$ cat config.mk
export PLATFORM = sky130hd
export DESIGN_NAME = countdown_led_renderer
export DESIGN_NICKNAME = d
export VERILOG_FILES = /design/src/rtl/countdown_led_renderer.sv
export SDC_FILE = /design/constraint.sdc
export NUM_CORES = 1
export LEC_CHECK = 0
export ABC_AREA = 1
export CAP_MARGIN = 30
export CELL_PAD_IN_SITES_DETAIL_PLACEMENT = 2
export CELL_PAD_IN_SITES_GLOBAL_PLACEMENT = 2
export CORE_MARGIN = 2
export CORE_UTILIZATION = 22
export DETAILED_ROUTE_END_ITERATION = 10
export PLACE_DENSITY_LB_ADDON = 0.05
export SYNTH_ARGS = -nofsm -noshare
export SYNTH_HDL_FRONTEND = slang
export SYNTH_SLANG_ARGS = --single-unit
$ cat constraint.sdc
create_clock -name clk -period 2.8 [get_ports clk]
set_input_delay 0.28 -clock clk [delete_from_list [all_inputs] [get_ports clk]]
set_output_delay 0.28 -clock clk [all_outputs]
set_load 0.005 [all_outputs]
$ cat src/rtl/countdown_led_renderer.sv
// Countdown LED strip renderer.
// Streams one frame of NUM_LEDS GRB pixels over a valid/ready handshake per frame_start
// request. The colour pattern comes from the menu/countdown state captured when the frame
// starts. Optional flash window enabled by defining COUNTDOWN_FLASH_EN.
module countdown_led_renderer #(
  parameter int unsigned  NUM_LEDS        = 100,
  parameter int unsigned  LEDS_PER_STEP   = 4,
  parameter int unsigned  FLASH_CLK_COUNT = 5000000,
  localparam int unsigned IDX_W           = $clog2(NUM_LEDS)
) (
  input  logic             clk,
  input  logic             reset,
  input  logic             is_in_menu,
  input  logic [2:0]       countdown,
  input  logic             frame_start,
  input  logic             pixel_ready,
  output logic             pixel_valid,
  output logic [23:0]      pixel_data,
  output logic [IDX_W-1:0] pixel_index,
  output logic             busy,
  output logic             frame_done,
  output logic             flash_active
);

  // Lit-length product is widened so 7 * LEDS_PER_STEP never wraps below NUM_LEDS.
  localparam int unsigned      PW        = IDX_W + 4;
  localparam logic [IDX_W-1:0] LAST_IDX  = IDX_W'(NUM_LEDS - 1);
  localparam logic [PW-1:0]    STEP_LEDS = PW'(LEDS_PER_STEP);

  localparam logic [23:0] ColOff   = 24'h000000;
  localparam logic [23:0] ColDim   = 24'h101010;
  localparam logic [23:0] ColRed   = 24'h00FF00;
  localparam logic [23:0] ColYel   = 24'hFFFF00;
  localparam logic [23:0] ColGrn   = 24'hFF0000;
  localparam logic [23:0] ColFlash = 24'hFFFFFF;

  typedef enum logic [1:0] {StIdle, StStream, StDone} state_e;

  state_e           state_q, state_d;
  logic [IDX_W-1:0] index_q, index_d;
  logic             capture;
  logic             snap_menu_q;
  logic [2:0]       snap_cd_q;
  logic             snap_flash_q;
  logic             flash_now;
  logic [PW-1:0]    lit_len;
  logic             lit;
  logic [23:0]      step_col;

`ifdef COUNTDOWN_FLASH_EN
  localparam int unsigned CW = $clog2(FLASH_CLK_COUNT + 1);

  logic [2:0]    prev_cd_q;
  logic [CW-1:0] flash_cnt_q;

  // Any countdown change seen in the menu (re)opens the flash window.
  always_ff @(posedge clk) begin
    if (reset) begin
      prev_cd_q   <= 3'd0;
      flash_cnt_q <= '0;
    end else begin
      prev_cd_q <= countdown;
      if (is_in_menu && (countdown != prev_cd_q)) begin
        flash_cnt_q <= CW'(FLASH_CLK_COUNT);
      end else if (flash_cnt_q != '0) begin
        flash_cnt_q <= flash_cnt_q - 1'b1;
      end
    end
  end

  assign flash_now = (flash_cnt_q != '0);
`else
  assign flash_now = 1'b0;
`endif

  assign flash_active = flash_now;

  // Frame sequencing: idle -> stream NUM_LEDS pixels -> one-cycle done pulse.
  always_comb begin
    state_d = state_q;
    index_d = index_q;
    capture = 1'b0;
    unique case (state_q)
      StIdle: begin
        if (frame_start) begin
          state_d = StStream;
          index_d = '0;
          capture = 1'b1;
        end
      end
      StStream: begin
        if (pixel_ready) begin
          if (index_q == LAST_IDX) begin
            state_d = StDone;
          end else begin
            index_d = index_q + 1'b1;
          end
        end
      end
      StDone: begin
        state_d = StIdle;
        index_d = '0;
      end
      default: begin
        state_d = StIdle;
        index_d = '0;
      end
    endcase
  end

  // State, pixel index and the per-frame snapshot of the inputs.
  always_ff @(posedge clk) begin
    if (reset) begin
      state_q      <= StIdle;
      index_q      <= '0;
      snap_menu_q  <= 1'b0;
      snap_cd_q    <= 3'd0;
      snap_flash_q <= 1'b0;
    end else begin
      state_q <= state_d;
      index_q <= index_d;
      if (capture) begin
        snap_menu_q  <= is_in_menu;
        snap_cd_q    <= countdown;
        snap_flash_q <= flash_now;
      end
    end
  end

  // Pixel colour from the snapshot; data is forced to zero outside the stream.
  always_comb begin
    lit_len = PW'(snap_cd_q) * STEP_LEDS;
    lit     = ({4'b0000, index_q} < lit_len);
    if (snap_cd_q >= 3'd5) begin
      step_col = ColRed;
    end else if (snap_cd_q >= 3'd3) begin
      step_col = ColYel;
    end else begin
      step_col = ColGrn;
    end

    pixel_data = ColOff;
    if (state_q == StStream) begin
      if (snap_flash_q) begin
        pixel_data = ColFlash;
      end else if (!snap_menu_q) begin
        pixel_data = ColOff;
      end else if (snap_cd_q == 3'd0) begin
        pixel_data = ColDim;
      end else if (lit) begin
        pixel_data = step_col;
      end
    end
  end

  assign pixel_valid = (state_q == StStream);
  assign pixel_index = index_q;
  assign busy        = (state_q != StIdle);
  assign frame_done  = (state_q == StDone);

endmodule

Word-level counts from Yosys, hierarchy flattened
Index checks and enable logic that the tools add are counted.
W data, S select, Z words.
{ "classes": {"n_addsub": 1, "mux": 16, "eq_ne": 7, "order_cmp": 3, "reduce_logical": 5} }
{ "ops": {"columns": ["cell", "count"], "rows": [
  ["$mux W24", 5],
  ["$mux W7", 3],
  ["$mux W16", 1],
  ["$pmux W7 S2", 1],
  ["$add A7 B1 Y7 const B", 1],
  ["$eq A7 B7 Y1 const B", 1],
  ["$lt A7 B5 Y1", 1],
  ["$mux W2", 3],
  ["$ne A2 B2 Y1 const B", 3],
  ["$reduce_and A3 Y1", 2],
  ["$pmux W2 S2", 1],
  ["$ge A3 B2 Y1 const B", 1],
  ["$ge A3 B3 Y1 const B", 1],
  ["$logic_not A3 Y1", 1],
  ["$eq A2 B1 Y1 const B", 1],
  ["$eq A2 B2 Y1 const B", 1],
  ["$logic_not A2 Y1", 1],
  ["$mux W1", 2],
  ["$ne A2 B1 Y1 const B", 1],
  ["$reduce_bool A2 Y1", 1]
]} }
{ "word_totals": {"regBits": 13, "output_inout_bits": 35, "inputBits": 8, "wordCells": 36} }

Longest topological paths before layout
Gate-level depths: netlist (run 1).
{ "depth": {"depth_word": 7, "depth_mapped": 10, "mapped_depth_nobuf": 10} }

Least setup slack after synthesis (run 1)
Ideal clock, no wire load.
{ "synth_timing": {"path_type": "flip-flop to output port", "from": "register index_q[3] (netlist: pixel_index[3])", "to": "output port pixel_data[17]", "path_stages_with_launch": 8, "required_time_ns": 2.520, "n_path_buf": 1, "path_slack_ns": 1.121, "arrival_time_ns": 1.399, "path_cell_list": "dfxtp_1 > ha_1 > o21ai_0 > nand2_1 > nand2_1 > nand4_1 > nor2_1 > buf_4"} }
{ "synth_via": {"elab_chain_len": 5} }
{ "synth_lines": {"columns": ["element", "line_no", "source"], "rows": [
  ["from (decl)", "40", "logic [IDX_W-1:0] index_q, index_d;"],
  ["from (signal assigned)", "121", "index_q <= index_d;"],
  ["$lt A7 B5 Y1", "133", "lit = ({4'b0000, index_q} < lit_len);"],
  ["$mux W24", "150", "end else if (lit) begin"],
  ["$mux W24", "148", "end else if (snap_cd_q == 3'd0) begin"],
  ["$mux W24", "146", "end else if (!snap_menu_q) begin"],
  ["$mux W24", "143", "if (state_q == StStream) begin"],
  ["to (decl)", "18", "output logic [23:0] pixel_data,"]
]} }
Every way passes these cells.

Worst setup path after layout (run 1)
{ "layout_timing": {"from": "register snap_cd_q[1]", "to": "output port pixel_data[18]"} }
{ "layout_via": {"elab_chain_len": 6, "elab_cells_between_ends": 8, "cone_classes": "order compare (2); mux (5); reduce/logical (1)"} }
{ "layout_lines": {"columns": ["element", "line_no", "source"], "rows": [
  ["from (decl)", "43", "logic [2:0] snap_cd_q;"],
  ["from (signal assigned)", "124", "snap_cd_q <= countdown;"],
  ["branches (longest 3 deep; another with $lt A7 B5 Y1)", null, null],
  ["$mux W24 (*)", "148", null],
  ["$mux W24 (*)", "146", null],
  ["$mux W24 (*)", "143", null]
]} }
Mark *: on every way between the ends.

==> flow_metrics.py, run 1 <==
metrics = {
    "logic_synthesis": {
        "synth-seq-cells": 13,
        "ys_warn_count": 0,
        "ys_types": 27,
        "yosysSeqAreaShare_pct": 26.9,
        "syn_inst": 143,
        "avgSynthCellArea_um2": 6.77,
        "synth_area_um2": 968,
    },
    "global_routing": {
        "grt_pass1_wl_mm": 4.82,
        "grt_antenna_before_repair": 0,
        "grtUsageTotal_pct": 12.4,
        "grt_pass1_vias": 1020,
        "grt_max_degree": 10,
        "overflow": 0,
    },
    "detailed_routing": {
        "drc": 0,
        "wl_per_cell_um": 12.9,
        "via_count": 966,
        "detail-route-antenna-nets": 0,
        "firstDrtPassIters": 4,
        "via_per_inst": 4.41,
        "wl_mm": 2.84,
        "drtIter0Drc": 9,
    },
    "floorplanning": {
        "die_y_um": 70.3,
        "die_x_um": 70.3,
        "ioPinCount": 43,
        "core_um2": 4290,
        "dieArea_um2": 4950,
        "fp-row-count": 24,
        "initial_core_util_pct": 22.6,
    },
    "timing": {
        "rsz0062_at_grt": "false",
        "hold_violations": 0,
        "fmax_mhz": 404,
        "worst_clock_skew_ns": 0.000714,
        "setup_viol": 0,
        "tns_ns": 0,
        "fin_crit_ns": 2.48,
        "timing.final.crit_share_pct": 88.4,
        "slew_violations": 0,
    },
    "power_and_ir_drop": {
        "p_total_uw": 471,
        "irDropWorstVdd_mv": 0.148,
        "p_leak_uw": 0.000552,
        "p_per_area_nw_per_um2": 365,
    },
    "run": {
        "max_cap_violations": 0,
    },
    "cells_and_area": {
        "nFillCells": 517,
        "seq_area_um2": 260,
        "finish.instance_area_um2": 1290,
        "layout.nets": 179,
        "stdcell_count": 219,
        "num_antenna_cells": 0,
        "multi_input_area_um2": 495,
        "syn2layout_area_growth_pct": 33.3,
        "final_common_cell": "clkdlybuf4s50_1",
        "final_cell_mix": "clkdlybuf4s50_1, nand2_1, inv_1",
        "drive_above_1_share_pct": 7.78,
    },
    "worst_hold_path": {
        "worstHoldPathType": "reg2reg",
        "hold_start": "snap_menu_q",
        "hold_path_depth": 2,
        "hold_path_end": "snap_menu_q",
    },
    "place": {
        "dpl-instance-area_um2": 1240,
        "gp_congestion": 0.728,
        "dp_hpwl_mm": 2.42,
        "port_buffers": 34,
        "dp_cells": 215,
    },
    "critical_path": {
        "crit_fanout": 7,
        "worst-setup-path-type": "reg2out",
        "r2r_setup_slack_ns": 1.23,
        "end_kind": "output pin",
        "cp-start-kind": "flip-flop",
        "r2r-start": "pixel_index[0]",
        "critPathRequiredTime_ns": 2.52,
        "arrival_ns": 2.20,
        "r2r_cells": 7,
        "r2r_end": "pixel_index[4]",
    },
    "outcome": {
        "outcome": "complete, no violations",
    },
    "clock_network": {
        "clk_pin_slew_ns": 0.06,
        "cts_buffers": 3,
        "htreeDepth": 1,
        "cts_resized": 0,
        "post-cts-setup-buffers": 0,
        "cts_hold_buf": 0,
        "clk_latency_ns": 0.25,
        "cts_buffer_depth": 2,
        "cts_tree": "done",
        "clock-root-buffer": "clkbuf_8",
        "clock_sinks": 13,
    },
}
stage by stage:
step / utilization, % / hold WS (ns) / setup WS, ns
final: 30.1 / 0.465 / 0.324
after detailed placement: 29.0 / 0.463 / 0.551
after floorplan: - / 0.349 / 1.12
after CTS: 30.1 / 0.472 / 0.271
after global routing: 30.1 / 0.498 / 0.0403
after global placement: 29.0 / 0.460 / 0.588
Yosys cell counts:
cell      count  area share, %
nand2_1      27             10
buf_4        20             16
inv_1        18            7.0
nor2_1       14            5.4
dfxtp_1      13             27
nand3_1       8            4.1
a21oi_1       7            3.6
o21ai_0       7            3.6
ha_1          3            3.9
nand2_4       3            3.5
nor3_1        3            1.5
o21ai_1       3            1.5
nand2_2       2            1.3
nand4_1       2            1.3
a31oi_1       1           0.65
buf_2         1           0.52
clkinv_1      1           0.39
conb_1        1           0.39
inv_2         1           0.39
inv_6         1           0.90
nand3_2       1            1.0
nand3b_1      1           0.78
nor2_8        1            2.1
nor4_1        1           0.65
o211ai_1      1           0.78
xnor2_1       1           0.90
xor2_1        1           0.90
cell type report:
| cell class | count | share of cell area, % |
|---|---|---|
| multi-input cells | 95 | 38.4 |
| inverters | 21 | 6.49 |
| repair buffers | 34 | 26.4 |
| clock buffers | 3 | 3.20 |
| flip-flops and latches | 13 | 20.2 |
| clock inverters | 1 | 0.388 |
| well taps | 52 | 5.04 |
kinds of logic (layout without fill, tap and decap cells):
family / count (synthesis) / in the layout / share of synthesized area, %
fa+ha+maj: 3 / 3 / 3.88
xor+xnor: 2 / 2 / 1.81
buf+inv: 42 / 59 / 24.7
simple gates: 63 / 63 / 32.2
other cells: 1 / 8 / 0.387
flops: 13 / 13 / 26.9
compound gates: 19 / 19 / 10.2
registers in the layout, indices dropped and copies added (netlist names):
name / cells
pixel_index: 7
snap_menu_q: 1
state_q: 2
snap_cd_q: 3
how the worst max path moves through the flow:
| stage | from | endpoint | slack (ns) | cells past startpoint |
|---|---|---|---|---|
| 2_1_floorplan | pixel_index[3] | pixel_data[17] | 1.12 | 7 |
| 3_3_place_gp | pixel_index[3] | pixel_data[17] | 0.59 | 7 |
| 3_5_place_dp | pixel_index[3] | pixel_data[18] | 0.55 | 7 |
| 4_1_cts | snap_cd_q[2] | pixel_data[18] | 0.27 | 6 |
| 5_1_grt | pixel_index[3] | pixel_data[17] | 0.04 | 7 |
| 6_report | snap_cd_q[1] | pixel_data[18] | 0.32 | 8 |
report_power, final:
part           switching (uW)  internal (uW)  leakage [uW]
combinational            54.3           41.1      0.000420
clock                    77.1           98.6     0.0000255
sequential               7.39            193      0.000106
total                     139            332      0.000552
per-layer routing:
metal,vias to the layer above,GRT usage (%),part of all wire (%)
met4,0,5.13,1.7
met5,-,0,0
met3,4,1.59,3.7
met1,465,13.9,41
met2,25,23.3,53
li1,472,-,-
worst max-delay path, stage by stage (launching register included):
cell and delay, ns:
dfxtp_1 0.36, inv_1 0.09, ha_1 0.27, o21ai_0 0.07
nand2_1 0.07, nand2_1 0.08, nand4_1 0.11, nor2_1 0.32
clkdlybuf4s50_1 0.58
(Power assumes the default switching activity.)
==> inputs of run 2 (changes only) <==
Settings changed: CORE_MARGIN 2 to not set.
==> flow_metrics.py, run 2 (synthesis gave the netlist of run 1 again) <==
metrics = {
    "clock_network": {
        "post-cts-setup-buffers": 0,
        "cts_tree": "done",
        "cts_hold_buf": 0,
        "clk_latency_ns": 0.25,
        "cts_resized": 0,
        "htreeDepth": 1,
        "clock_sinks": 13,
        "cts_buffer_depth": 2,
        "cts_buffers": 3,
        "clk_pin_slew_ns": 0.06,
        "clock-root-buffer": "clkbuf_8",
    },
    "cells_and_area": {
        "drive_above_1_share_pct": 7.19,
        "layout.nets": 179,
        "num_antenna_cells": 0,
        "syn2layout_area_growth_pct": 32.9,
        "final_cell_mix": "clkdlybuf4s50_1, nand2_1, inv_1",
        "largest_reg_flops": 7,
        "stdcell_count": 217,
        "final_common_cell": "clkdlybuf4s50_1",
        "nFillCells": 515,
    },
    "critical_path": {
        "end_kind": "output pin",
        "cp-start-kind": "flip-flop",
        "worst-setup-path-type": "reg2out",
        "crit_fanout": 7,
        "r2r_end": "pixel_index[3]",
        "arrival_ns": 2.19,
        "slowest_stage": "clkdlybuf4s50_1",
        "r2r-start": "pixel_index[0]",
        "r2r_setup_slack_ns": 1.24,
        "critPathRequiredTime_ns": 2.52,
        "crit_path_frequent_cell": "nand2_1",
        "max_stage_delay_ns": 0.58,
        "r2r_cells": 9,
        "cp_cell_sequence": "ha_1 -> o21ai_0 -> nand2_1 -> nand2_1 -> nand4_1 -> nor2_1 -> clkdlybuf4s50_1",
    },
    "timing": {
        "rsz0062_at_grt": "false",
        "worst_clock_skew_ns": 0.000886,
        "tns_ns": 0,
        "setup_viol": 0,
        "fin_crit_ns": 2.47,
        "worst_slack_ns": 0.328,
        "hold_violations": 0,
        "timing.final.crit_share_pct": 88.3,
        "slew_violations": 0,
        "fmax_mhz": 405,
    },
    "worst_hold_path": {
        "hold_path_end": "snap_menu_q",
        "hold_start": "snap_menu_q",
        "worstHoldPathType": "reg2reg",
        "hold_path_depth": 2,
    },
    "detailed_routing": {
        "wl_met3_um": 128,
        "firstDrtPassIters": 4,
        "drtIter0Drc": 5,
        "wl_met1_mm": 1.30,
        "drc": 0,
        "via_per_inst": 4.36,
        "via_count": 946,
        "top_layer": "met4",
        "wl_per_cell_um": 12.9,
        "detail-route-antenna-nets": 0,
        "wl_met2_mm": 1.33,
        "wl_mm": 2.81,
    },
    "outcome": {
        "outcome": "complete, no violations",
    },
    "floorplanning": {
        "fp-row-count": 23,
        "core_um2": 4120,
        "die_x_um": 68.3,
        "ioPinCount": 43,
        "dieArea_um2": 4670,
        "initial_core_util_pct": 23.5,
        "die_y_um": 68.3,
    },
    "global_routing": {
        "grt_antenna_before_repair": 0,
        "grt_pass1_vias": 973,
        "grt_max_degree": 10,
        "grtUsageTotal_pct": 13.7,
        "overflow": 0,
        "grt_pass1_wl_mm": 4.64,
    },
    "power_and_ir_drop": {
        "p_per_area_nw_per_um2": 366,
        "p_total_uw": 471,
        "p_leak_uw": 0.000549,
        "irDropWorstVdd_mv": 0.144,
    },
    "place": {
        "pre_cts_slack_ns": 0.539,
        "port_buffers": 34,
        "dp_hpwl_mm": 2.31,
        "dp_cells": 213,
        "gp_congestion": 0.747,
    },
    "run": {
        "max_cap_violations": 0,
    },
}
==> run 2: cell count changes in the layout (fill, tap and decap cells not counted), sizes merged <==
cell and delta:
clkbuf +1, clkinv -1
==> run 2: metrics by stage <==
stage | area (um^2) | hold WS (ns) | util (%)
floorplan | 995 | 0.349 | -
global placement | 1240 | 0.457 | 30.2
detailed placement | 1240 | 0.464 | 30.2
CTS | 1290 | 0.474 | 31.3
global route | 1290 | 0.486 | 31.3
finish | 1290 | 0.466 | 31.3
==> run 2: per-layer routing <==
layer / vias to the layer above / global-route usage [%]
met5: - / 0
met4: 0 / 7.03
met3: 5 / 2.33
met2: 33 / 24.0
met1: 434 / 15.8
li1: 474 / -
==> run 2: how the worst max path moves through the flow <==
stage	from	to	slack [ns]
2_1_floorplan	pixel_index[3]	pixel_data[17]	1.12
3_3_place_gp	pixel_index[3]	pixel_data[16]	0.57
3_5_place_dp	pixel_index[3]	pixel_data[23]	0.54
4_1_cts	pixel_index[3]	pixel_data[23]	0.25
5_1_grt	pixel_index[3]	pixel_data[19]	0.08
6_report	pixel_index[3]	pixel_data[17]	0.33
==> run 2: worst max-delay path, delay by kind of cell (launching register included) <==
kind	cells	cell delay [ns]
buffers and inverters	1	0.58
AND/OR/NAND/NOR	4	0.56
flip-flops	1	0.46
adder cells (fa/ha/maj)	1	0.27
AO/OA/AOI/OAI	1	0.07
==> run 2: area by class of cell <==
type	count	area [um^2]	area share [%]
well taps	50	62.6	4.86
multi-input cells	95	495	38.5
inverters	21	83.8	6.51
repair buffers	34	340	26.4
clock buffers	4	45.0	3.50
flip-flops and latches	13	260	20.2
==> run 2: report_power, final <==
part           total (uW)  switching [uW]  leakage, uW  internal, uW
clock network         178            76.9    0.0000228           101
logic                94.0            53.0     0.000420          41.1
registers             199            6.77     0.000106           193
==> inputs of run 3 (changes only) <==
Settings changed: CORE_UTILIZATION 22 to 21.
Clock period 2.8 ns to 2.68 ns, I/O delays scaled along.
==> flow_metrics.py, run 3 (synthesis gave the netlist of run 1 again) <==
metrics = {
    "outcome": {
        "outcome": "complete, no violations",
    },
    "clock_network": {
        "clock-root-buffer": "clkbuf_8",
        "clk_pin_slew_ns": 0.06,
        "cts_buffers": 3,
        "cts_tree": "done",
        "cts_hold_buf": 0,
        "cts_buffer_depth": 2,
        "cts_resized": 0,
        "clk_latency_ns": 0.25,
        "post-cts-setup-buffers": 0,
        "htreeDepth": 1,
        "clock_sinks": 13,
    },
    "place": {
        "dpl-instance-area_um2": 1240,
        "port_buffers": 34,
        "gp_congestion": 0.758,
        "dp_cells": 215,
        "dp_hpwl_mm": 2.33,
    },
    "detailed_routing": {
        "detail-route-antenna-nets": 0,
        "firstDrtPassIters": 3,
        "via_per_inst": 4.39,
        "via_count": 961,
        "wl_mm": 2.92,
        "wl_per_cell_um": 13.3,
        "drc": 0,
        "drtIter0Drc": 22,
    },
    "global_routing": {
        "globalRouteMet2Util_pct": 22.9,
        "overflow": 0,
        "gr-max-usage-layer": "met2",
        "grt_pass1_vias": 999,
        "grt_antenna_before_repair": 0,
        "grtUsageTotal_pct": 12.7,
        "grt_pass1_wl_mm": 4.77,
        "grt.met1_usage_pct": 14.8,
        "grt_util_met3_pct": 1.88,
        "grt_max_degree": 10,
    },
    "cells_and_area": {
        "final_cell_mix": "clkdlybuf4s50_1, nand2_1, inv_1",
        "final_common_cell": "clkdlybuf4s50_1",
        "stdcell_count": 219,
        "syn2layout_area_growth_pct": 33.5,
        "drive_above_1_share_pct": 7.78,
        "finish.instance_area_um2": 1290,
        "num_antenna_cells": 0,
        "largest_reg_flops": 7,
        "layout.nets": 179,
    },
    "worst_hold_path": {
        "worstHoldPathType": "reg2reg",
    },
    "floorplanning": {
        "fp-row-count": 24,
        "dieArea_um2": 4890,
        "initial_core_util_pct": 22.1,
        "die_x_um": 69.9,
        "core_um2": 4380,
        "ioPinCount": 43,
        "die_y_um": 69.9,
    },
    "power_and_ir_drop": {
        "p_int_uw": 350,
        "p_leak_uw": 0.000549,
        "power_frac_seq_pct": 42.2,
        "netSwitchingFraction_pct": 29.1,
        "p_sw_uw": 143,
        "irDropWorstVdd_mv": 0.110,
        "power.share.clock_pct": 37.4,
        "p_per_area_nw_per_um2": 382,
        "power_frac_comb_pct": 20.3,
        "p_total_uw": 493,
    },
    "critical_path": {
        "cp-start-kind": "flip-flop",
        "worst-setup-path-type": "reg2out",
        "critPathRequiredTime_ns": 2.41,
        "arrival_ns": 2.20,
        "crit_fanout": 7,
        "end_kind": "output pin",
    },
    "timing": {
        "rsz0062_at_grt": "false",
        "fmax_mhz": 405,
        "slew_violations": 0,
        "tns_ns": 0,
        "hold_violations": 0,
        "worst_clock_skew_ns": 0.000571,
        "timing.final.crit_share_pct": 92.2,
        "fin_crit_ns": 2.47,
        "setup_viol": 0,
    },
    "run": {
        "max_cap_violations": 0,
    },
}
run 3: cell count changes in the layout (fill, tap and decap cells not counted):
cell	delta
nor2_1	-1
nor2_2	+1
run 3: routing by layer:
layer | vias up | routed length [um]
met5 | - | 0
met4 | 0 | 52
met3 | 5 | 87
met2 | 22 | 1520
met1 | 461 | 1260
li1 | 473 | -
run 3: path summary, 6_finish.rpt:
kind,from,end,slack (ns),depth (start not counted)
max reg2reg,pixel_index[0],pixel_index[3],1.07,9
min,snap_menu_q,snap_menu_q,0.47,2
min reg2reg,snap_menu_q,snap_menu_q,0.47,2
max,state_q[1],pixel_data[14],0.21,6
run 3: metrics by stage:
step	hold slack (ns)	worst slack (ns)	util, %
after floorplan	0.337	1.01	-
after global placement	0.442	0.509	28.4
after detailed placement	0.464	0.428	28.4
after CTS	0.474	0.139	29.4
after global routing	0.504	0.00422	29.5
final	0.467	0.208	29.5
run 3: area by class of cell:
class | count | area, um^2
clock buffer | 4 | 45.0
fill | 523 | 3090
inverter | 21 | 83.8
multi-input combinational | 95 | 498
sequential | 13 | 260
tap | 52 | 65.1
timing repair buffer | 34 | 340
run 3: worst max-delay path, stage by stage, from the launching register on:
cell and delay [ns]:
dfxtp_1 0.37, inv_1 0.12, nand2_1 0.15, nor2_1 0.22, o21ai_0 0.16, nor2_1 0.34
clkdlybuf4s50_1 0.58
run 3: power by group through the flow:
stage | Combinational, uW | Sequential (uW) | Clock [uW]
2_1_floorplan | 68.3 | 211 | 0
3_3_place_gp | 98.8 | 212 | 0
3_5_place_dp | 101 | 213 | 0
4_1_cts | 102 | 209 | 193
5_1_grt | 111 | 210 | 201
6_report | 100 | 208 | 185
